$ cat src/rtl/uart_pkg.sv
// uart_pkg: shared UART receiver state type and default baud/bit constants.
// Optional feature macro: UART_RX_PARITY_EN (adds the parity state).
package uart_pkg;

  localparam int BAUD_CW_DEF  = 9;
  localparam int FULL_TOP_DEF = 434;
  localparam int HALF_TOP_DEF = 217;
  localparam int BIT_CW_DEF   = 4;
  localparam int DATA_BITS    = 8;

  typedef enum logic [2:0] {
    RX_IDLE,
    RX_START,
    RX_DATA,
`ifdef UART_RX_PARITY_EN
    RX_PARITY,
`endif
    RX_STOP
  } rx_state_t;

endpackage

$ cat src/rtl/uart_rx_tick.sv
// uart_rx_tick: baud counter with half-bit and full-bit ticks.
// Counts 0..FULL-1 and wraps; clr restarts the count at 0.
module uart_rx_tick #(
  parameter int BAUD_COUNT_WIDTH    = 9,
  parameter int FULL_BAUD_COUNT_TOP = 434,
  parameter int HALF_BAUD_COUNT_TOP = 217
) (
  input  logic clk,
  input  logic rst,
  input  logic clr,
  output logic half_tick,
  output logic full_tick
);

  localparam logic [BAUD_COUNT_WIDTH-1:0] FULL_M1 =
    BAUD_COUNT_WIDTH'(FULL_BAUD_COUNT_TOP - 1);
  localparam logic [BAUD_COUNT_WIDTH-1:0] HALF_M1 =
    BAUD_COUNT_WIDTH'(HALF_BAUD_COUNT_TOP - 1);

  logic [BAUD_COUNT_WIDTH-1:0] cnt;

  assign full_tick = (cnt == FULL_M1);
  assign half_tick = (cnt == HALF_M1);

  // free-running baud count, restarted on clear or wrap
  always_ff @(posedge clk or posedge rst) begin
    if (rst)
      cnt <= '0;
    else if (clr || full_tick)
      cnt <= '0;
    else
      cnt <= cnt + 1'b1;
  end

endmodule

$ cat src/rtl/uart_rx.sv
// uart_rx: 8-bit UART receiver with valid/ready output and error pulses.
// Optional feature macro: UART_RX_PARITY_EN (even parity, parity_err port).
module uart_rx
  import uart_pkg::*;
#(
  parameter int BAUD_COUNT_WIDTH    = BAUD_CW_DEF,
  parameter int FULL_BAUD_COUNT_TOP = FULL_TOP_DEF,
  parameter int HALF_BAUD_COUNT_TOP = HALF_TOP_DEF,
  parameter int BIT_COUNT_WIDTH     = BIT_CW_DEF
) (
  input  logic       clk,
  input  logic       rst,
  input  logic       serial_dat_in,
  output logic [7:0] rx_data,
  output logic       rx_valid,
  input  logic       rx_ready,
  output logic       frame_err,
`ifdef UART_RX_PARITY_EN
  output logic       parity_err,
`endif
  output logic       overrun
);

  localparam logic [BIT_COUNT_WIDTH-1:0] LAST_BIT =
    BIT_COUNT_WIDTH'(DATA_BITS - 1);

  logic s1, line, line_q, fall;
  rx_state_t state, state_n;
  logic clr, half_tick, full_tick;
  logic take_bit, good, bad_stop;
  logic brk;
  logic [BIT_COUNT_WIDTH-1:0] bit_cnt;
  logic [7:0] shreg;
`ifdef UART_RX_PARITY_EN
  logic par_take, par_bad;
`endif

  assign fall = line_q & ~line;

  // two-flop synchronizer plus one delayed copy for edge detect
  always_ff @(posedge clk or posedge rst) begin
    if (rst) begin
      s1     <= 1'b1;
      line   <= 1'b1;
      line_q <= 1'b1;
    end else begin
      s1     <= serial_dat_in;
      line   <= s1;
      line_q <= line;
    end
  end

  uart_rx_tick #(
    .BAUD_COUNT_WIDTH   (BAUD_COUNT_WIDTH),
    .FULL_BAUD_COUNT_TOP(FULL_BAUD_COUNT_TOP),
    .HALF_BAUD_COUNT_TOP(HALF_BAUD_COUNT_TOP)
  ) u_tick (
    .clk      (clk),
    .rst      (rst),
    .clr      (clr),
    .half_tick(half_tick),
    .full_tick(full_tick)
  );

  // state register
  always_ff @(posedge clk or posedge rst) begin
    if (rst)
      state <= RX_IDLE;
    else
      state <= state_n;
  end

  // next state and per-cycle strobes
  always_comb begin
    state_n  = state;
    take_bit = 1'b0;
    good     = 1'b0;
    bad_stop = 1'b0;
`ifdef UART_RX_PARITY_EN
    par_take = 1'b0;
`endif
    unique case (state)
      RX_IDLE:
        if (fall) state_n = RX_START;
      RX_START:
        if (half_tick)
          state_n = line ? RX_IDLE : RX_DATA;
      RX_DATA:
        if (full_tick) begin
          take_bit = 1'b1;
          if (bit_cnt == LAST_BIT)
`ifdef UART_RX_PARITY_EN
            state_n = RX_PARITY;
`else
            state_n = RX_STOP;
`endif
        end
`ifdef UART_RX_PARITY_EN
      RX_PARITY:
        if (full_tick) begin
          par_take = 1'b1;
          state_n  = RX_STOP;
        end
`endif
      RX_STOP:
        if (brk) begin
          if (line) state_n = RX_IDLE;
        end else if (full_tick) begin
          if (line) begin
`ifdef UART_RX_PARITY_EN
            good = ~par_bad;
`else
            good = 1'b1;
`endif
            state_n = RX_IDLE;
          end else begin
            bad_stop = 1'b1;
          end
        end
      default:
        state_n = RX_IDLE;
    endcase
    clr = (state_n != state);
  end

  // bit counter, shift register and break tracking
  always_ff @(posedge clk or posedge rst) begin
    if (rst) begin
      bit_cnt <= '0;
      shreg   <= '0;
      brk     <= 1'b0;
    end else begin
      if (state == RX_START)
        bit_cnt <= '0;
      else if (take_bit)
        bit_cnt <= bit_cnt + 1'b1;
      if (take_bit)
        shreg <= {line, shreg[7:1]};
      if (bad_stop)
        brk <= 1'b1;
      else if (state_n == RX_IDLE)
        brk <= 1'b0;
    end
  end

`ifdef UART_RX_PARITY_EN
  // even parity: data ones plus parity bit must be even
  always_ff @(posedge clk or posedge rst) begin
    if (rst) begin
      par_bad    <= 1'b0;
      parity_err <= 1'b0;
    end else begin
      parity_err <= par_take && (line != ^shreg);
      if (par_take)
        par_bad <= (line != ^shreg);
    end
  end
`endif

  // output byte, handshake and error pulses; consume wins over hold
  always_ff @(posedge clk or posedge rst) begin
    if (rst) begin
      rx_data   <= 8'h00;
      rx_valid  <= 1'b0;
      frame_err <= 1'b0;
      overrun   <= 1'b0;
    end else begin
      frame_err <= bad_stop;
      overrun   <= good && rx_valid && !rx_ready;
      if (good && !(rx_valid && !rx_ready)) begin
        rx_data  <= shreg;
        rx_valid <= 1'b1;
      end else if (rx_valid && rx_ready) begin
        rx_valid <= 1'b0;
      end
    end
  end

endmodule

$ cat config.mk
export PLATFORM = sky130hd
export DESIGN_NAME = uart_rx
export DESIGN_NICKNAME = d
export VERILOG_FILES = /design/src/rtl/uart_pkg.sv /design/src/rtl/uart_rx_tick.sv /design/src/rtl/uart_rx.sv
export SDC_FILE = /design/constraint.sdc
export NUM_CORES = 1
export LEC_CHECK = 0
export CAP_MARGIN = 15
export CORE_MARGIN = 4
export CORE_UTILIZATION = 25
export DETAILED_ROUTE_END_ITERATION = 8
export PLACE_DENSITY = 0.43
export SYNTH_ARGS = -nofsm -noshare
export SYNTH_HDL_FRONTEND = slang
export SYNTH_SLANG_ARGS = --single-unit
$ cat constraint.sdc
create_clock -name clk -period 2.2 [get_ports clk]
set_input_delay 0.44 -clock clk [delete_from_list [all_inputs] [get_ports clk]]
set_output_delay 0.44 -clock clk [all_outputs]
set_load 0.1 [all_outputs]
==> qor.txt <==
STATUS
--------------------------------------------------------------------------------------------------
Run status                                                                               completed

PWR
--------------------------------------------------------------------------------------------------
Sequential Power Share                                                                       53.2%
Sw frac                                                                                      21.5%
Maximum vdd ir drop                                                                         198 uV
Total leakage power                                                                       0.989 nW
Total power after layout                                                                   1.38 mW
Combinational share of power                                                                  3.9%
Relative contribution of the clock network to total power                                    42.9%
Power Internal                                                                             1.09 mW
Net Switching                                                                             0.298 mW
Cell area power density                                                                 682 nW/um2

DETAILED ROUTING
--------------------------------------------------------------------------------------------------
Total via count after detailed routing                                                        1063
Via-per-instance ratio                                                                        4.47
Initial detailed-routing violation count                                                        49
Routed len/inst                                                                            12.7 um
First-pass detailed-route iteration total                                                        4
Antenna-violating nets left                                                                      0
Routed wire length                                                                         3020 um
Residual DRC                                                                                     0

CLOCK TREE
--------------------------------------------------------------------------------------------------
Number of sinks handled by clock tree synthesis                                                 39
Total number of H-tree levels                                                                    2
TritonCTS buffer count                                                                           5
Post-CTS Setup Repair Bufs                                                                       0
Clock Tree Root                                                                       sky130_fd_sc_hd__clkbuf_8
Clock tree from TritonCTS                                                                      yes
Clock transition time at the flip-flop clock pins of the worst setup and hold paths        0.08 ns
Skew-Pair Late Insertion Delay                                                             0.29 ns
CTS Hold Buffers Added                                                                           0
Buffers from clock root to sink, at most                                                         2
Count of instances resized after the clock tree is built                                         0

CELLS AND AREA
--------------------------------------------------------------------------------------------------
Number of fillers in the final layout                                                          657
Post-route insts no fill                                                                       238
Number of nets in the layout                                                                   168
Final Instance Area                                                                       2030 um2
Share of layout cells above drive strength 1                                                 28.6%
Most frequent standard cell in the layout excluding fill and tap cells                sky130_fd_sc_hd__dfrtp_1
Number of antenna repair diodes                                                                  0
Commonest cells after routing, fill and taps aside                                    sky130_fd_sc_hd__dfrtp_1 (36), sky130_fd_sc_hd__nor2_1 (19), sky130_fd_sc_hd__mux2_2 (15)
Area growth syn-to-layout                                                                    19.7%

FLOORPLAN
--------------------------------------------------------------------------------------------------
Effective utilization at floorplan                                                           26.2%
Horizontal extent of the die                                                               90.4 um
Chip Height                                                                                90.4 um
Floorplan die area                                                                        8160 um2
Top-Level Pins                                                                                  15
Number of rows created at floorplan                                                             29
Core footprint                                                                            6460 um2

SETUP PATH
--------------------------------------------------------------------------------------------------
Cell type of the slowest stage on the worst timing path                               sky130_fd_sc_hd__and4_1
Destination of the worst register-to-register timing path                               rx_data[3]
Critical path start-end classification                                                     reg2reg
Path length in cells of the critical path                                                        6
Reg2reg setup slack                                                                        0.19 ns
Worst Setup End Kind                                                                          flop
Largest stage delay on the critical path                                                   0.45 ns
Top delay family on crit path                                                         simple AND/OR/NAND/NOR gates
Worst-path cell chain                                                                 inv_1, ha_1, and4b_1, and3_1, and4_1, mux2_2
CP Launch Point                                                                       u_tick.cnt[1]
Depth of the worst register-to-register path                                                     6
Largest fanout of any net on the critical path                                                   8
Arrival time at the worst endpoint                                                         2.20 ns
Capture point of the worst path                                                         rx_data[3]
Buf/Inv on CP                                                                                    1
CP required                                                                                2.38 ns
Worst reg2reg path startpoint                                                         u_tick.cnt[1]
Startpoint kind of the worst setup timing path                                                flop

GLOBAL ROUTING
--------------------------------------------------------------------------------------------------
Number of antenna violations at the first check in global routing                                0
Wire length of the first global-routing pass                                               5430 um
GR Layer Usage met3                                                                          2.75%
Layer carrying the most global-route usage                                                    met2
Met2 track utilization from global routing                                                   13.6%
Overall global routing resource usage                                                        8.38%
Pin count of the biggest net entering global routing                                            40
Via count of the first global-routing pass                                                    1131
Overflow after GRT                                                                               0
GRT met1 Usage                                                                               9.56%

HOLD PATH
--------------------------------------------------------------------------------------------------
Type of the tightest min-delay check                                                       reg2reg
Worst hold start                                                                                s1

YOSYS
--------------------------------------------------------------------------------------------------
Sequential element share of the synthesized area                                             57.8%
Net count of the mapped netlist                                                                146
Total number of yosys warnings                                                                   0
Netlist area before placement                                                             1700 um2
#FFs+latches synth                                                                              39
Number of instances in the synthesized netlist                                                 138
Synth area leader                                                                     sky130_fd_sc_hd__dfrtp_1
Share of the synthesized area in the top cell type                                           53.1%
Synthesized area per cell                                                                 12.3 um2
Synth area leaders                                                                    sky130_fd_sc_hd__dfrtp_1 (53%), sky130_fd_sc_hd__mux2_2 (10%), sky130_fd_sc_hd__dfstp_2 (4.6%)
Distinct cell type count after synthesis                                                        37

PLACED DESIGN
--------------------------------------------------------------------------------------------------
DP HPWL                                                                                    2210 um
Placed cell count                                                                              230
Routability Congestion                                                                       0.755
Placement Cell Area                                                                       1920 um2
Port Buffer Count                                                                               14

TIMING
--------------------------------------------------------------------------------------------------
Final-report hold violation count                                                                0
Final min period                                                                           2.01 ns
Final count of negative-setup-slack endpoints                                                    0
Post-Route Skew                                                                         0.00829 ns
Period utilization                                                                           91.5%
Setup TNS                                                                                     0 ns
Setup repair after global routing missed its margin                                          false
Fin. max-slew vios                                                                               0
Fmax                                                                                       497 MHz

FLOW RUN
--------------------------------------------------------------------------------------------------
Max cap viols                                                                                    0

==> registers in the layout, summed over array words and instances, names as in the netlist <==
register	count
u_tick.cnt	9
rx_data	8
shreg	8
bit_cnt	4
state	3
brk	1
frame_err	1
line	1
line_q	1
overrun	1
rx_valid	1
s1	1
==> cells by family (layout without fill, tap and decap cells) <==
logic type	after synthesis	after routing	share of synthesized area (%)
AND/OR/NAND/NOR	51	51	16.3
flip-flops	39	39	57.8
XOR/XNOR	9	9	4.65
adder cells (fa/ha/maj)	4	4	2.95
other	1	1	0.221
multiplexers	17	17	11.2
buffers and inverters	8	31	1.92
AO/OA/AOI/OAI	9	9	4.94
==> cell type report <==
class | count | area, um2 | share of cell area (%)
well taps | 77 | 96.3 | 4.75
multi-input cells | 91 | 683 | 33.7
inverters | 6 | 22.5 | 1.11
clock buffers | 5 | 68.8 | 3.39
clock inverters | 3 | 43.8 | 2.16
flip-flops and latches | 39 | 980 | 48.3
repair buffers | 17 | 135 | 6.66
==> worst register-to-register path, cell delays in order, from the launching register on <==
cell	delay (ns)
sky130_fd_sc_hd__dfrtp_1	0.40
sky130_fd_sc_hd__inv_1	0.08
sky130_fd_sc_hd__ha_1	0.13
sky130_fd_sc_hd__and4b_1	0.24
sky130_fd_sc_hd__and3_1	0.23
sky130_fd_sc_hd__and4_1	0.45
sky130_fd_sc_hd__mux2_2	0.39
==> synth_stat cells <==
cell type	instances
sky130_fd_sc_hd__a211o_1	2
sky130_fd_sc_hd__a21oi_1	1
sky130_fd_sc_hd__and2_1	1
sky130_fd_sc_hd__and3_1	1
sky130_fd_sc_hd__and4_1	1
sky130_fd_sc_hd__and4b_1	1
sky130_fd_sc_hd__buf_2	2
sky130_fd_sc_hd__conb_1	1
sky130_fd_sc_hd__dfrtp_1	36
sky130_fd_sc_hd__dfstp_2	3
sky130_fd_sc_hd__ha_1	4
sky130_fd_sc_hd__inv_1	6
sky130_fd_sc_hd__mux2_1	1
sky130_fd_sc_hd__mux2_2	15
sky130_fd_sc_hd__mux2i_1	1
sky130_fd_sc_hd__nand2_1	6
sky130_fd_sc_hd__nand2b_1	1
sky130_fd_sc_hd__nand3_1	7
sky130_fd_sc_hd__nand3b_1	1
sky130_fd_sc_hd__nand4_1	1
sky130_fd_sc_hd__nor2_1	19
sky130_fd_sc_hd__nor3_1	4
sky130_fd_sc_hd__nor3_4	1
sky130_fd_sc_hd__nor3b_1	2
sky130_fd_sc_hd__nor4b_1	1
sky130_fd_sc_hd__o2111ai_4	1
sky130_fd_sc_hd__o211a_1	1
sky130_fd_sc_hd__o21ai_0	1
sky130_fd_sc_hd__o21ai_1	1
sky130_fd_sc_hd__o21ai_2	1
sky130_fd_sc_hd__o22ai_1	1
sky130_fd_sc_hd__or2_2	1
sky130_fd_sc_hd__or3_1	1
sky130_fd_sc_hd__or4b_2	1
sky130_fd_sc_hd__or4b_4	1
sky130_fd_sc_hd__xnor2_1	4
sky130_fd_sc_hd__xor2_1	5
==> worst min-delay path by stage <==
stage / end / slack [ns] / depth (start not counted)
floorplan: line / 0.35 / 0
finish: line / 0.36 / 0
global placement: line / 0.35 / 0
global route: line / 0.37 / 0
CTS: line / 0.36 / 0
detailed placement: line / 0.35 / 0
==> power by group through the flow <==
| stage | Clock, mW | Sequential, mW | Combinational [mW] |
|---|---|---|---|
| 6_report | 0.594 | 0.736 | 0.0545 |
| 5_1_grt | 0.653 | 0.738 | 0.0651 |
| 4_1_cts | 0.621 | 0.736 | 0.0574 |
| 3_5_place_dp | 0 | 0.750 | 0.0572 |
| 3_3_place_gp | 0 | 0.750 | 0.0560 |
| 2_1_floorplan | 0 | 0.748 | 0.0395 |
==> metrics by stage <==
stage               setup slack (ns)  util [%]  hold slack [ns]
global route                  0.0303      31.4            0.365
detailed placement             0.168      29.7            0.351
floorplan                      0.338         -            0.345
global placement               0.193      29.7            0.350
finish                         0.186      31.4            0.359
CTS                            0.161      31.4            0.362
==> metal layers <==
| layer | vias to the layer above | wire (um) |
|---|---|---|
| li1 | 513 | - |
| met1 | 531 | 1320 |
| met2 | 12 | 1510 |
| met3 | 7 | 110 |
| met4 | 0 | 82 |
| met5 | - | 0 |
(Power assumes the default switching activity.)
